<file path="src/rtl/seg7_scan_driver.sv">
// Six-digit common-anode 7-segment scan driver.
// Frame-latched digits, anode guard band, leading-zero blanking.
module seg7_scan_driver #(
    parameter int unsigned SCAN_DIV     = 100000,
    parameter int unsigned BLANK_CYCLES = 1000,
    parameter bit          BLANK_LZ     = 1'b1
) (
    input  logic       clk,
    input  logic       rst,
    input  logic [3:0] sec0,
    input  logic [3:0] sec1,
    input  logic [3:0] min0,
    input  logic [3:0] min1,
    input  logic [3:0] hrs0,
    input  logic [3:0] hrs1,
    input  logic       dp_en,
    output logic [5:0] an,
    output logic [6:0] seg,
    output logic       dp
);

    localparam int unsigned CW = (SCAN_DIV > 1) ? $clog2(SCAN_DIV) : 1;
    localparam logic [CW-1:0] CNT_LAST = CW'(SCAN_DIV - 1);
    localparam logic [2:0] IDX_LAST = 3'd5;

    logic [CW-1:0] cnt;
    logic [2:0]    idx;
    logic          tick;
    logic          frame_end;

    logic [3:0] snap_s0;
    logic [3:0] snap_s1;
    logic [3:0] snap_m0;
    logic [3:0] snap_m1;
    logic [3:0] snap_h0;
    logic [3:0] snap_h1;
    logic       snap_dp;

    logic [3:0] digit;
    logic       guard;
    logic       lz_h1;
    logic       lz_h0;
    logic       lz_m1;
    logic       slot_blank;
    logic       slot_valid;
    logic       an_on;
    logic       dp_slot;
    logic [5:0] an_nxt;
    logic [6:0] seg_nxt;
    logic       dp_nxt;

    // Active-high {g,f,e,d,c,b,a}; non-BCD codes show a dash.
    function automatic logic [6:0] decode(input logic [3:0] d);
        logic [6:0] s;
        case (d)
            4'd0:    s = 7'h3F;
            4'd1:    s = 7'h06;
            4'd2:    s = 7'h5B;
            4'd3:    s = 7'h4F;
            4'd4:    s = 7'h66;
            4'd5:    s = 7'h6D;
            4'd6:    s = 7'h7D;
            4'd7:    s = 7'h07;
            4'd8:    s = 7'h7F;
            4'd9:    s = 7'h6F;
            default: s = 7'h40;
        endcase
        return s;
    endfunction

    // Slot-end strobe and the last slot of a frame.
    always_comb begin
        tick      = (cnt == CNT_LAST);
        frame_end = tick && (idx == IDX_LAST);
    end

    // Prescaler and slot index advance.
    always_ff @(posedge clk) begin
        if (rst) begin
            cnt <= '0;
            idx <= '0;
        end else if (tick) begin
            cnt <= '0;
            idx <= (idx == IDX_LAST) ? 3'd0 : idx + 3'd1;
        end else begin
            cnt <= cnt + 1'b1;
        end
    end

    // Latch all digits together at the frame boundary so a frame never tears.
    always_ff @(posedge clk) begin
        if (rst) begin
            snap_s0 <= '0;
            snap_s1 <= '0;
            snap_m0 <= '0;
            snap_m1 <= '0;
            snap_h0 <= '0;
            snap_h1 <= '0;
            snap_dp <= 1'b0;
        end else if (frame_end) begin
            snap_s0 <= sec0;
            snap_s1 <= sec1;
            snap_m0 <= min0;
            snap_m1 <= min1;
            snap_h0 <= hrs0;
            snap_h1 <= hrs1;
            snap_dp <= dp_en;
        end
    end

    // Select the latched digit for the current slot.
    always_comb begin
        digit = 4'd0;
        case (idx)
            3'd0:    digit = snap_s0;
            3'd1:    digit = snap_s1;
            3'd2:    digit = snap_m0;
            3'd3:    digit = snap_m1;
            3'd4:    digit = snap_h0;
            3'd5:    digit = snap_h1;
            default: digit = 4'd0;
        endcase
    end

    // Leading-zero chain runs from the hours tens digit downward.
    always_comb begin
        lz_h1 = BLANK_LZ && (snap_h1 == 4'd0);
        lz_h0 = lz_h1 && (snap_h0 == 4'd0);
        lz_m1 = lz_h0 && (snap_m1 == 4'd0);
        slot_blank = 1'b0;
        case (idx)
            3'd3:    slot_blank = lz_m1;
            3'd4:    slot_blank = lz_h0;
            3'd5:    slot_blank = lz_h1;
            default: slot_blank = 1'b0;
        endcase
    end

    // Next anode/segment/dp values from the current scan state.
    always_comb begin
        guard      = (32'(cnt) < BLANK_CYCLES);
        slot_valid = (idx <= IDX_LAST);
        an_on      = slot_valid && !guard && !slot_blank;
        dp_slot    = (idx == 3'd2) || (idx == 3'd4);
        an_nxt     = 6'h3F;
        if (an_on) begin
            an_nxt = ~(6'd1 << idx);
        end
        seg_nxt = ~decode(digit);
        dp_nxt  = ~(snap_dp && dp_slot && an_on);
    end

    // Registered display outputs, all dark in reset.
    always_ff @(posedge clk) begin
        if (rst) begin
            an  <= 6'h3F;
            seg <= 7'h7F;
            dp  <= 1'b1;
        end else begin
            an  <= an_nxt;
            seg <= seg_nxt;
            dp  <= dp_nxt;
        end
    end

endmodule
</file>
<file path="config.mk">
export PLATFORM = sky130hd
export DESIGN_NAME = seg7_scan_driver
export DESIGN_NICKNAME = d
export VERILOG_FILES = /design/src/rtl/seg7_scan_driver.sv
export SDC_FILE = /design/constraint.sdc
export NUM_CORES = 1
export LEC_CHECK = 0
export BUFFER_PORTS_ARGS = -buffer_cell sky130_fd_sc_hd__buf_2
export CAP_MARGIN = 30
export CORE_MARGIN = 2
export CORE_UTILIZATION = 40
export CTS_BUF_LIST = sky130_fd_sc_hd__clkbuf_16
export CTS_CLUSTER_SIZE = 40
export DETAILED_ROUTE_END_ITERATION = 6
export SLEW_MARGIN = 25
export SYNTH_ARGS = -nofsm -noshare
export SYNTH_HDL_FRONTEND = slang
export SYNTH_SLANG_ARGS = --single-unit
</file>
<file path="constraint.sdc">
create_clock -name clk -period 2.55 [get_ports clk]
set_input_delay 0.1275 -clock clk [delete_from_list [all_inputs] [get_ports clk]]
set_output_delay 0.1275 -clock clk [all_outputs]
set_load 0.1 [all_outputs]
</file>
==> results of run 1 <==
-- through the flow --
step                hold WS (ns)  utilization (%)  cells  cell area, µm²
finish                   0.04591            50.81    425            3263
global route             0.04142            50.81    425            3263
CTS                      0.03922            50.81    425            3263
detailed placement        0.3772            46.04    410            2957
global placement          0.3736            46.04    410            2957
floorplan                 0.2554                -    302            2696
-- area by class of cell --
class                   count  area [µm²]
clock buffers               9       225.2
inverters                   7       26.28
multi-input cells         220        1400
fillers                   621        3159
flip-flops and latches     59        1181
clock inverters             6       81.33
repair buffers             47       252.7
well taps                  77       96.34
-- worst max-delay path by stage --
stage / from / end / slack [ns]
after floorplan: idx[2] / seg[1] / 0.21
after global placement: idx[1] / seg[1] / 0.49
after detailed placement: idx[1] / seg[1] / 0.43
after CTS: idx[1] / seg[1] / 0.43
after global routing: idx[1] / seg[1] / 0.24
final: idx[1] / seg[1] / 0.41
-- worst max-delay path, cell delays in order (launching register included) --
cell and delay (ns):
sky130_fd_sc_hd__dfxtp_1 0.57, sky130_fd_sc_hd__nor3b_1 0.51, sky130_fd_sc_hd__a221oi_1 0.15, sky130_fd_sc_hd__buf_4 0.19, sky130_fd_sc_hd__ha_1 0.29, sky130_fd_sc_hd__inv_1 0.07, sky130_fd_sc_hd__o21bai_1 0.07, sky130_fd_sc_hd__a21o_1 0.18
-- power by group --
group / total (mW) / switching (mW) / internal (mW)
Combinational: 0.0907 / 0.0648 / 0.0258
Clock: 1.23 / 0.393 / 0.840
Sequential: 0.938 / 0.00492 / 0.933
Total: 2.26 / 0.462 / 1.80
-- placed cells by master, fill, tap and decap left out, types with 2 or more instances in the layout --
cell type | netlist | routed
sky130_fd_sc_hd__a21o_1 | 3 | 3
sky130_fd_sc_hd__a21oi_1 | 24 | 24
sky130_fd_sc_hd__a21oi_2 | 4 | 4
sky130_fd_sc_hd__a2bb2oi_1 | 3 | 3
sky130_fd_sc_hd__and2_1 | 4 | 4
sky130_fd_sc_hd__and4_1 | 2 | 2
sky130_fd_sc_hd__buf_2 | 8 | 40
sky130_fd_sc_hd__buf_4 | 1 | 7
sky130_fd_sc_hd__bufinv_16 | 0 | 2
sky130_fd_sc_hd__clkbuf_16 | 0 | 9
sky130_fd_sc_hd__clkinv_2 | 0 | 2
sky130_fd_sc_hd__dfxtp_1 | 59 | 59
sky130_fd_sc_hd__ha_1 | 8 | 8
sky130_fd_sc_hd__inv_1 | 7 | 7
sky130_fd_sc_hd__mux2i_1 | 13 | 13
sky130_fd_sc_hd__nand2_1 | 60 | 60
sky130_fd_sc_hd__nand3_1 | 13 | 13
sky130_fd_sc_hd__nand4_1 | 5 | 5
sky130_fd_sc_hd__nand4b_1 | 2 | 2
sky130_fd_sc_hd__nor2_1 | 26 | 26
sky130_fd_sc_hd__nor2b_1 | 2 | 2
sky130_fd_sc_hd__nor3_1 | 3 | 3
sky130_fd_sc_hd__nor4_1 | 3 | 3
sky130_fd_sc_hd__nor4_4 | 2 | 2
sky130_fd_sc_hd__o21bai_1 | 2 | 2
sky130_fd_sc_hd__o22ai_1 | 3 | 3
sky130_fd_sc_hd__or2_2 | 2 | 2
sky130_fd_sc_hd__xnor2_1 | 6 | 6
sky130_fd_sc_hd__xor2_1 | 11 | 11
-- cell usage after synthesis, drive strengths merged, types with 2 or more instances --
master / n / area, µm²
a21oi: 28 / 155.2
a221oi: 2 / 23.77
or2: 2 / 12.51
xor2: 11 / 96.34
nand4: 5 / 31.28
nand3: 13 / 65.06
nand4b: 3 / 41.29
nor3: 4 / 31.28
and4: 2 / 17.52
buf: 11 / 70.07
ha: 8 / 100.1
and2: 4 / 25.02
nand2: 61 / 231.5
clkbuf: 5 / 18.77
nor4: 5 / 61.31
a2bb2oi: 3 / 26.28
xnor2: 6 / 52.55
mux2i: 13 / 130.1
o21bai: 2 / 15.01
dfxtp: 59 / 1181
o22ai: 3 / 18.77
nor2: 27 / 103.9
inv: 7 / 26.28
nor2b: 2 / 12.51
a21o: 3 / 22.52
-- metal layers --
layer	GRT usage (%)	up-vias	wire, µm
met5	0	-	0
met4	8.225	0	114
met3	3.272	10	221
met2	23.54	44	2333
met1	23.73	993	2891
li1	-	1119	-
-- cell families (layout without fill, tap and decap cells) --
family | after synthesis | count (layout)
AO/OA/AOI/OAI | 47 | 47
XOR/XNOR | 17 | 17
adder cells (fa/ha/maj) | 8 | 8
buffers and inverters | 23 | 69
flip-flops | 59 | 59
multiplexers | 14 | 14
AND/OR/NAND/NOR | 134 | 134
==> results.ini, run 1 <==
[outcome]
outcome = completed

[global_routing]
number_of_antenna_violations_at_the_first_check_in_global_routing = 0
grt_usage_pct = 16.55
grt_pass1_vias = 2036
grt_max_degree = 40
overflow = 0
grt_first_pass_wirelength_um = 9604

[route]
wl_um = 5561
detail-route-antenna-nets = 0
post-route-drc-count = 0
vias = 2166
detail_route.first_pass.iterations = 4
detail_route.vias_per_cell = 5.096
drt-initial-drc-count = 119
wl_per_cell_um = 13.08

[yosys]
synth_warnings = 0
synthSimpleGateAreaFrac_pct = 25.20
synthXorXnorAreaFrac_pct = 5.522
dominant_combinational_cell_family_by_area_after_synthesis = simple AND/OR/NAND/NOR gates
yosysUniqueCellTypes = 47
post_synth_inst_count = 302
synth_async_sr_flop_share_pct = 0
post_synth_instance_area_um2 = 2696
avgSynthCellArea_um2 = 8.928
synth.area.mux_share_pct = 5.244
synth_fp_nets = 337
synth_top_flop_cell = sky130_fd_sc_hd__dfxtp_1
synth_compound_gate_area_share_pct = 12.25
yosys.area_share.adder_pct = 3.712
number_of_enable_type_register_cells_in_the_synthesized_netlist = 0
synth_sequential_area_ratio_pct = 43.81
ys_seq_elements = 59

[critical_path]
reg_to_reg_slack_setup_ns = 0.41
critPathMaxFanout = 12
timing.setup.critical_path_class = flop to flop
critPathCaptureType = flop
r2r_end = seg[1]
timing.rr.start = idx[1]
worstRegToRegCells = 7
critPathRequiredTime_ns = 2.77
startpoint_type = flop
cp_data_arrival_time_ns = 2.36

[timing]
report.final.slew_viol_count = 0
final-hold-violation-count = 0
finalSetupTns_ns = 0
worst_slew_margin_rel_pct = 47.60
timing.clock.skew_ns = 0.006236
timing.fmax_mhz = 466.5
transition_at_the_pin_with_the_smallest_max_transition_slack_ns = 0.7860
minimum_period_implied_by_the_final_worst_setup_slack_ns = 2.144
timing.final.crit_share_pct = 84.06
unrepaired_setup_endpoints_after_global_routing = false
setup_viol_count_final = 0
setup_ws_post_layout_ns = 0.4064

[floorplan]
pin_count = 41
fp.dieW_um = 86.10
floorplan.core_area_um2 = 6422
vert_die_dim_um = 86.10
fp.dieArea_um2 = 7413
start_util_pct = 41.98
fp-row-count = 29

[final_layout]
areaGrowthSynthToFinish_pct = 21.02
biggestRegsByFlops = cnt x17, seg x7, an x6
regMostFlops = cnt
drive_above_1_share_pct = 21.84
largest_register_ffs = 17
finalNetCount = 379
antenna_cells = 0

[pwr]
lkg_pwr_nw = 1.282
irDropWorstVdd_mv = 0.3426
post-layout-total-power_mw = 2.261
p_per_area_nw_per_um2 = 693.0

[worst_hold_path]
min-delay-path-class = input pin to flop
worstHoldStart = min0[2]
worstHoldPathCells = 3
timing.hold.worst_endpoint = snap_m0[2]

[flow_run]
max_cap_viol_count = 0

[clock_tree]
path_clk_slew_ns = 0.05
cts-root-buf = sky130_fd_sc_hd__clkbuf_16
cts_made_buffers = 9
tritoncts = done
clkSinkCount = 59
postCtsResizedCells = 0
cts-hold-fix-buffers = 0
ctsHtreeMaxLevel = 3
cts_setup_buffers = 0
clk-insertion-delay-late_ns = 0.32
clock_tree.buffer_depth = 2

[placed_design]
place.gp.congestion = 0.8129
pre_cts_ws_ns = 0.4345
post-dp-hpwl_um = 3895
buffer_ports.inserted = 40

No activity file was read; power rests on OpenSTA's default activity.
==> run 2, diff against run 1 <==
- clock period: 2.55 -> 2.2 ns (I/O delays scaled with it)
==> run 2 against run 1 <==
Sequential power increased by 16%. Final cell count increased by 1.6%. Via count increased by 1.1%. Clock power increased by 19%. Critical endpoint is now seg[4]. Flip-flop and latch count unchanged. Die area unchanged. Critical path depth increased by 1. Register-to-register slack got worse by 0.21 ns. Global-route usage increased by 0.36 points. Fmax increased by 6.8%.
==> results.ini, run 2 (same netlist as run 1, synthesis figures left out) <==
[floorplan]
fp.dieArea_um2 = 7413  ; unchanged
fp.dieW_um = 86.10  ; unchanged
floorplan.core_area_um2 = 6422  ; unchanged
vert_die_dim_um = 86.10  ; unchanged
fp-row-count = 29  ; unchanged
start_util_pct = 41.98  ; unchanged
pin_count = 41  ; unchanged

[final_layout]
drive_above_1_share_pct = 23.66  ; +1.8 points
antenna_cells = 0  ; unchanged
finalNetCount = 385  ; +1.6%
largest_register_ffs = 17  ; unchanged
fin_util_pct = 51.96  ; +1.1 points
areaGrowthSynthToFinish_pct = 23.76
final_cell_mix = 60 x sky130_fd_sc_hd__nand2_1, 59 x sky130_fd_sc_hd__dfxtp_1, 40 x sky130_fd_sc_hd__buf_2
layout_commonest_cell = sky130_fd_sc_hd__nand2_1
biggestRegsByFlops = cnt x17, seg x7, an x6
regMostFlops = cnt
final_cells = 432  ; +1.6%

[clock_tree]
cts-root-buf = sky130_fd_sc_hd__clkbuf_16
postCtsResizedCells = 0  ; unchanged
path_clk_slew_ns = 0.05  ; about the same
clkSinkCount = 59  ; unchanged
ctsHtreeMaxLevel = 3  ; unchanged
cts-hold-fix-buffers = 0  ; unchanged
clock_tree.buffer_depth = 2  ; unchanged
clk-insertion-delay-late_ns = 0.32  ; about the same
cts_setup_buffers = 0  ; unchanged
cts_made_buffers = 9  ; unchanged
tritoncts = done

[pwr]
power.clock.fraction_pct = 55.1  ; +0.6 points
register_share_of_total_power_pct = 41.0  ; -0.5 points
irDropWorstVdd_mv = 0.3451  ; +0.72%
p_comb_share_pct = 4.0  ; about the same
power.switching_fraction_pct = 20.99  ; +0.54 points
lkg_pwr_nw = 1.316  ; +2.6%
switchingPower_uw = 556.6  ; +20%
p_per_area_nw_per_um2 = 794.7  ; +15%
intPower_mw = 2.095  ; +16%

[placed_design]
place.gp.congestion = 0.7626  ; -6.2%
post-dp-hpwl_um = 4029  ; +3.4%
buffer_ports.inserted = 40  ; unchanged
place_inst = 416  ; +1.5%

[timing]
transition_at_the_pin_with_the_smallest_max_transition_slack_ns = 0.7994  ; +0.01338 ns
timing.clock.skew_ns = 0.006402  ; +0.0001668 ns
final-hold-violation-count = 0  ; unchanged
unrepaired_setup_endpoints_after_global_routing = false
setup_viol_count_final = 0  ; unchanged
timing.fmax_mhz = 498.1  ; +6.8%
minimum_period_implied_by_the_final_worst_setup_slack_ns = 2.008  ; -0.1358 ns
report.final.slew_viol_count = 0  ; unchanged
finalSetupTns_ns = 0  ; unchanged
worst_slew_margin_rel_pct = 46.71  ; -0.89 points
timing.final.crit_share_pct = 91.26  ; +7.2 points

[route]
wl_per_cell_um = 13.29  ; +1.6%
drt-initial-drc-count = 111  ; -6.7%
post-route-drc-count = 0  ; unchanged
detail_route.first_pass.iterations = 4  ; unchanged
vias = 2189  ; +1.1%
detail-route-antenna-nets = 0  ; unchanged
wl_um = 5742  ; +3.3%
detail_route.vias_per_cell = 5.067  ; -0.58%

[critical_path]
critPathMaxFanout = 15  ; +3
cp_data_arrival_time_ns = 2.25  ; -0.11 ns
timing.setup.critical_path_class = flop to flop
critPathRequiredTime_ns = 2.45  ; -0.32 ns
critPathCaptureType = flop
startpoint_type = flop

[global_routing]
grt_first_pass_wirelength_um = 9832  ; +2.4%
grt_max_degree = 40  ; unchanged
grt_pass1_vias = 2093  ; +2.8%
overflow = 0  ; unchanged
number_of_antenna_violations_at_the_first_check_in_global_routing = 0  ; unchanged
grt_usage_pct = 16.91  ; +0.36 points

[worst_hold_path]
min-delay-path-class = input pin to flop

[outcome]
outcome = completed

[flow_run]
max_cap_viol_count = 0  ; unchanged

## run 2: changes by cell type in the layout (fill, tap and decap cells not counted), sizes merged
cell,delta
buf,+6
clkinvlp,+1
## run 2: metrics by stage
step	setup slack, ns	total power [mW]	hold WS [ns]	area [µm²]
2_1_floorplan	0.007329	1.181	0.2379	2716
3_3_place_gp	0.2539	1.214	0.3558	3019
3_5_place_dp	0.2072	1.215	0.3592	3019
4_1_cts	0.1946	2.677	0.02061	3337
5_1_grt	0.03935	2.737	0.03681	3337
6_report	0.1922	2.652	0.03052	3337
## run 2: power groups by stage
stage                     logic, mW  clock network, mW  registers, mW
after floorplan              0.0291                  0           1.15
after global placement        0.105                  0           1.11
after detailed placement      0.106                  0           1.11
after CTS                     0.106               1.48           1.09
after global routing          0.113               1.54           1.09
final                         0.105               1.46           1.09
## run 2: final cells by class
| type | count | area, µm² |
|---|---|---|
| flip-flops and latches | 59 | 1181 |
| clock inverters | 7 | 92.59 |
| fillers | 606 | 3085 |
| clock buffers | 9 | 225.2 |
| well taps | 77 | 96.34 |
| inverters | 7 | 26.28 |
| multi-input cells | 220 | 1418 |
| repair buffers | 53 | 297.8 |
## run 2: per-layer routing
layer	global-route usage [%]	up-vias	part of all wire (%)
met5	0	-	0
met2	24.45	35	43
met3	3.657	6	3.6
met1	24.11	1014	52
li1	-	1134	-
met4	7.359	0	1.1
## run 2: final timing paths
kind	slack, ns	from	cells after the start	end
worst max-delay path	0.19	idx[2]	8	seg[4]
worst min-delay path	0.03	hrs1[0]	3	snap_h1[0]
worst max register to register	0.19	idx[2]	8	seg[4]
worst min register to register	0.45	snap_s1[1]	2	snap_s1[1]
## run 2: worst max-delay path, cell delays in order, from the launching register on
cell and delay (ns):
sky130_fd_sc_hd__dfxtp_1 0.37, sky130_fd_sc_hd__buf_4 0.26, sky130_fd_sc_hd__mux2i_1 0.21, sky130_fd_sc_hd__o22ai_1 0.12, sky130_fd_sc_hd__a221oi_4 0.24, sky130_fd_sc_hd__inv_1 0.12
sky130_fd_sc_hd__ha_1 0.20, sky130_fd_sc_hd__mux2_2 0.26, sky130_fd_sc_hd__a21oi_1 0.14
==> run 3, diff against run 2 <==
- CAP_MARGIN: 30 -> 20
- clock period: 2.2 -> 2 ns (I/O delays scaled with it)
==> run 3 against run 2 <==
Count of clock-buffer cells in the layout stayed put. Routed wire length is 0.24% higher. Setup slack worse by 0.078 ns. Total power is 8.7% higher. Design area rose by 1.9%. Sequential power grew 10%. Clock power is 8% higher. Non-clock buffer count rose by 4. First-iteration DRC count unchanged. Fmax is 6.5% higher. Global-route usage is 0.21 points higher. Critical path type unchanged.
==> results.ini, run 3 (same netlist as run 1, synthesis figures left out) <==
[critical_path]
critPathMaxFanout = 11  ; -4
timing.setup.critical_path_class = flop to flop
critical_path.top_delay_family = compound AO/OA/AOI/OAI gates
worstPathCellList = buf_12 > mux2i_1 > o22ai_1 > a221oi_4 > inv_1 > ha_1 > mux2_2 > a21oi_1
critPathCaptureType = flop
startpoint_type = flop
cp_data_arrival_time_ns = 2.14  ; -0.11 ns
path_buf_inv = 2  ; unchanged
reg_to_reg_slack_setup_ns = 0.11  ; -0.08 ns
critPathRequiredTime_ns = 2.25  ; -0.20 ns
crit_path_max_incr_delay_ns = 0.39  ; +0.02 ns
crit_path_top_delay_cell = sky130_fd_sc_hd__dfxtp_1

[clock_tree]
cts_setup_buffers = 0  ; unchanged
cts-root-buf = sky130_fd_sc_hd__clkbuf_16
clk-insertion-delay-late_ns = 0.31  ; about the same
cts_made_buffers = 9  ; unchanged
clkSinkCount = 59  ; unchanged
path_clk_slew_ns = 0.05  ; about the same
ctsHtreeMaxLevel = 3  ; unchanged
tritoncts = done
clock_tree.buffer_depth = 2  ; unchanged

[final_layout]
layout_commonest_cell = sky130_fd_sc_hd__nand2_1
finalNetCount = 389  ; +1.0%
regMostFlops = cnt
drive_above_1_share_pct = 24.51  ; +0.85 points
antenna_cells = 0  ; unchanged
post-route-cell-area_um2 = 3402  ; +1.9%
fill_cells = 593  ; -2.1%
biggestRegsByFlops = cnt x17, seg x7, an x6
largest_register_ffs = 17  ; unchanged
areaGrowthSynthToFinish_pct = 26.17
final_cell_mix = 60 x sky130_fd_sc_hd__nand2_1, 59 x sky130_fd_sc_hd__dfxtp_1, 40 x sky130_fd_sc_hd__buf_2

[timing]
worst_slew_margin_rel_pct = 67.81  ; +21 points
timing.final.crit_share_pct = 94.27  ; +3.0 points
finalSetupTns_ns = 0  ; unchanged
final-hold-violation-count = 0  ; unchanged
timing.fmax_mhz = 530.4  ; +6.5%
transition_at_the_pin_with_the_smallest_max_transition_slack_ns = 0.4814  ; -0.3180 ns
unrepaired_setup_endpoints_after_global_routing = false
timing.clock.skew_ns = 0.005057  ; -0.001345 ns
report.final.slew_viol_count = 0  ; unchanged
setup_ws_post_layout_ns = 0.1147  ; -0.07754 ns
minimum_period_implied_by_the_final_worst_setup_slack_ns = 1.885  ; -0.1225 ns
setup_viol_count_final = 0  ; unchanged

[pwr]
intPower_mw = 2.297  ; +9.6%
p_comb_share_pct = 4.0  ; about the same
power.clock.fraction_pct = 54.5  ; -0.6 points
p_per_area_nw_per_um2 = 847.3  ; +6.6%
switchingPower_uw = 585.0  ; +5.1%
lkg_pwr_nw = 1.354  ; +2.9%
irDropWorstVdd_mv = 0.4353  ; +26%
power.switching_fraction_pct = 20.30  ; -0.69 points
register_share_of_total_power_pct = 41.5  ; +0.5 points

[global_routing]
grt_usage_pct = 17.12  ; +0.21 points
grt_first_pass_wirelength_um = 10050  ; +2.2%
grt_pass1_vias = 2117  ; +1.1%
number_of_antenna_violations_at_the_first_check_in_global_routing = 0  ; unchanged
overflow = 0  ; unchanged
grt_max_degree = 26  ; -35%

[outcome]
outcome = completed

[route]
post-route-drc-count = 0  ; unchanged
detail_route.vias_per_cell = 5.069  ; about the same
wl_per_cell_um = 13.20  ; -0.68%
wl_um = 5756  ; +0.24%
detail_route.first_pass.iterations = 4  ; unchanged
drt-initial-drc-count = 111  ; unchanged
vias = 2210  ; +0.96%
detail-route-antenna-nets = 0  ; unchanged

[placed_design]
buffer_ports.inserted = 40  ; unchanged
post-dp-hpwl_um = 4158  ; +3.2%
place.gp.congestion = 0.7984  ; +4.7%
detailed_place.area_um2 = 3087  ; +2.2%
pre_cts_ws_ns = 0.1223  ; -0.08497 ns

[flow_run]
max_cap_viol_count = 0  ; unchanged

[floorplan]
start_util_pct = 41.98  ; unchanged
vert_die_dim_um = 86.10  ; unchanged
fp.dieW_um = 86.10  ; unchanged
floorplan.core_area_um2 = 6422  ; unchanged
fp-row-count = 29  ; unchanged
fp.dieArea_um2 = 7413  ; unchanged
pin_count = 41  ; unchanged

[worst_hold_path]
min-delay-path-class = input pin to flop

## run 3: cell type report
| cell class | instances | area (µm²) | share of cell area [%] |
|---|---|---|---|
| Clock inverter | 7 | 85.08 | 2.501 |
| Clock buffer | 9 | 225.2 | 6.620 |
| Multi-Input combinational cell | 220 | 1435 | 42.18 |
| Sequential cell | 59 | 1181 | 34.72 |
| Inverter | 7 | 26.28 | 0.7723 |
| Timing Repair Buffer | 57 | 352.8 | 10.37 |
| Tap cell | 77 | 96.34 | 2.832 |
## run 3: worst reg2reg max path, stage by stage, from the launching register on
cell,delay [ns]
sky130_fd_sc_hd__dfxtp_1,0.39
sky130_fd_sc_hd__buf_12,0.16
sky130_fd_sc_hd__mux2i_1,0.20
sky130_fd_sc_hd__o22ai_1,0.13
sky130_fd_sc_hd__a221oi_4,0.24
sky130_fd_sc_hd__inv_1,0.12
sky130_fd_sc_hd__ha_1,0.21
sky130_fd_sc_hd__mux2_2,0.26
sky130_fd_sc_hd__a21oi_1,0.13
## run 3: path summary, 6_finish.rpt
kind                start         end  cells after the start
setup / recovery   idx[2]      seg[4]                      8
hold / removal    sec1[1]  snap_s1[1]                      3
hold reg to reg   snap_dp          dp                      1
setup reg to reg   idx[2]      seg[4]                      8
## run 3: metrics by stage
step                      hold slack, ns  std cells  util (%)  power (mW)
after floorplan                   0.2279        302         -       1.299
after global routing             0.01949        436     52.97       2.989
after detailed placement          0.3482        420     48.06       1.337
after CTS                        0.01637        436     52.89       2.910
after global placement            0.3466        420     48.06       1.337
final                            0.02322        436     52.97       2.882
## run 3: routing by layer
metal / GRT usage (%) / wire length, µm
met3: 4.235 / 249
met4: 6.061 / 68
met2: 25.79 / 2494
met5: 0 / 0
met1: 23.76 / 2945
## run 3: what timing repair did
item,4_1_cts,5_1_grt
hold buffers,0,0
resized for setup,0,1
setup endpoints to repair,0,2
## run 3: power by group through the flow
stage / Clock, mW / Sequential (mW) / Combinational, mW
floorplan: 0 / 1.27 / 0.0321
global placement: 0 / 1.22 / 0.117
detailed placement: 0 / 1.22 / 0.117
CTS: 1.60 / 1.20 / 0.118
global route: 1.67 / 1.20 / 0.127
finish: 1.57 / 1.20 / 0.117
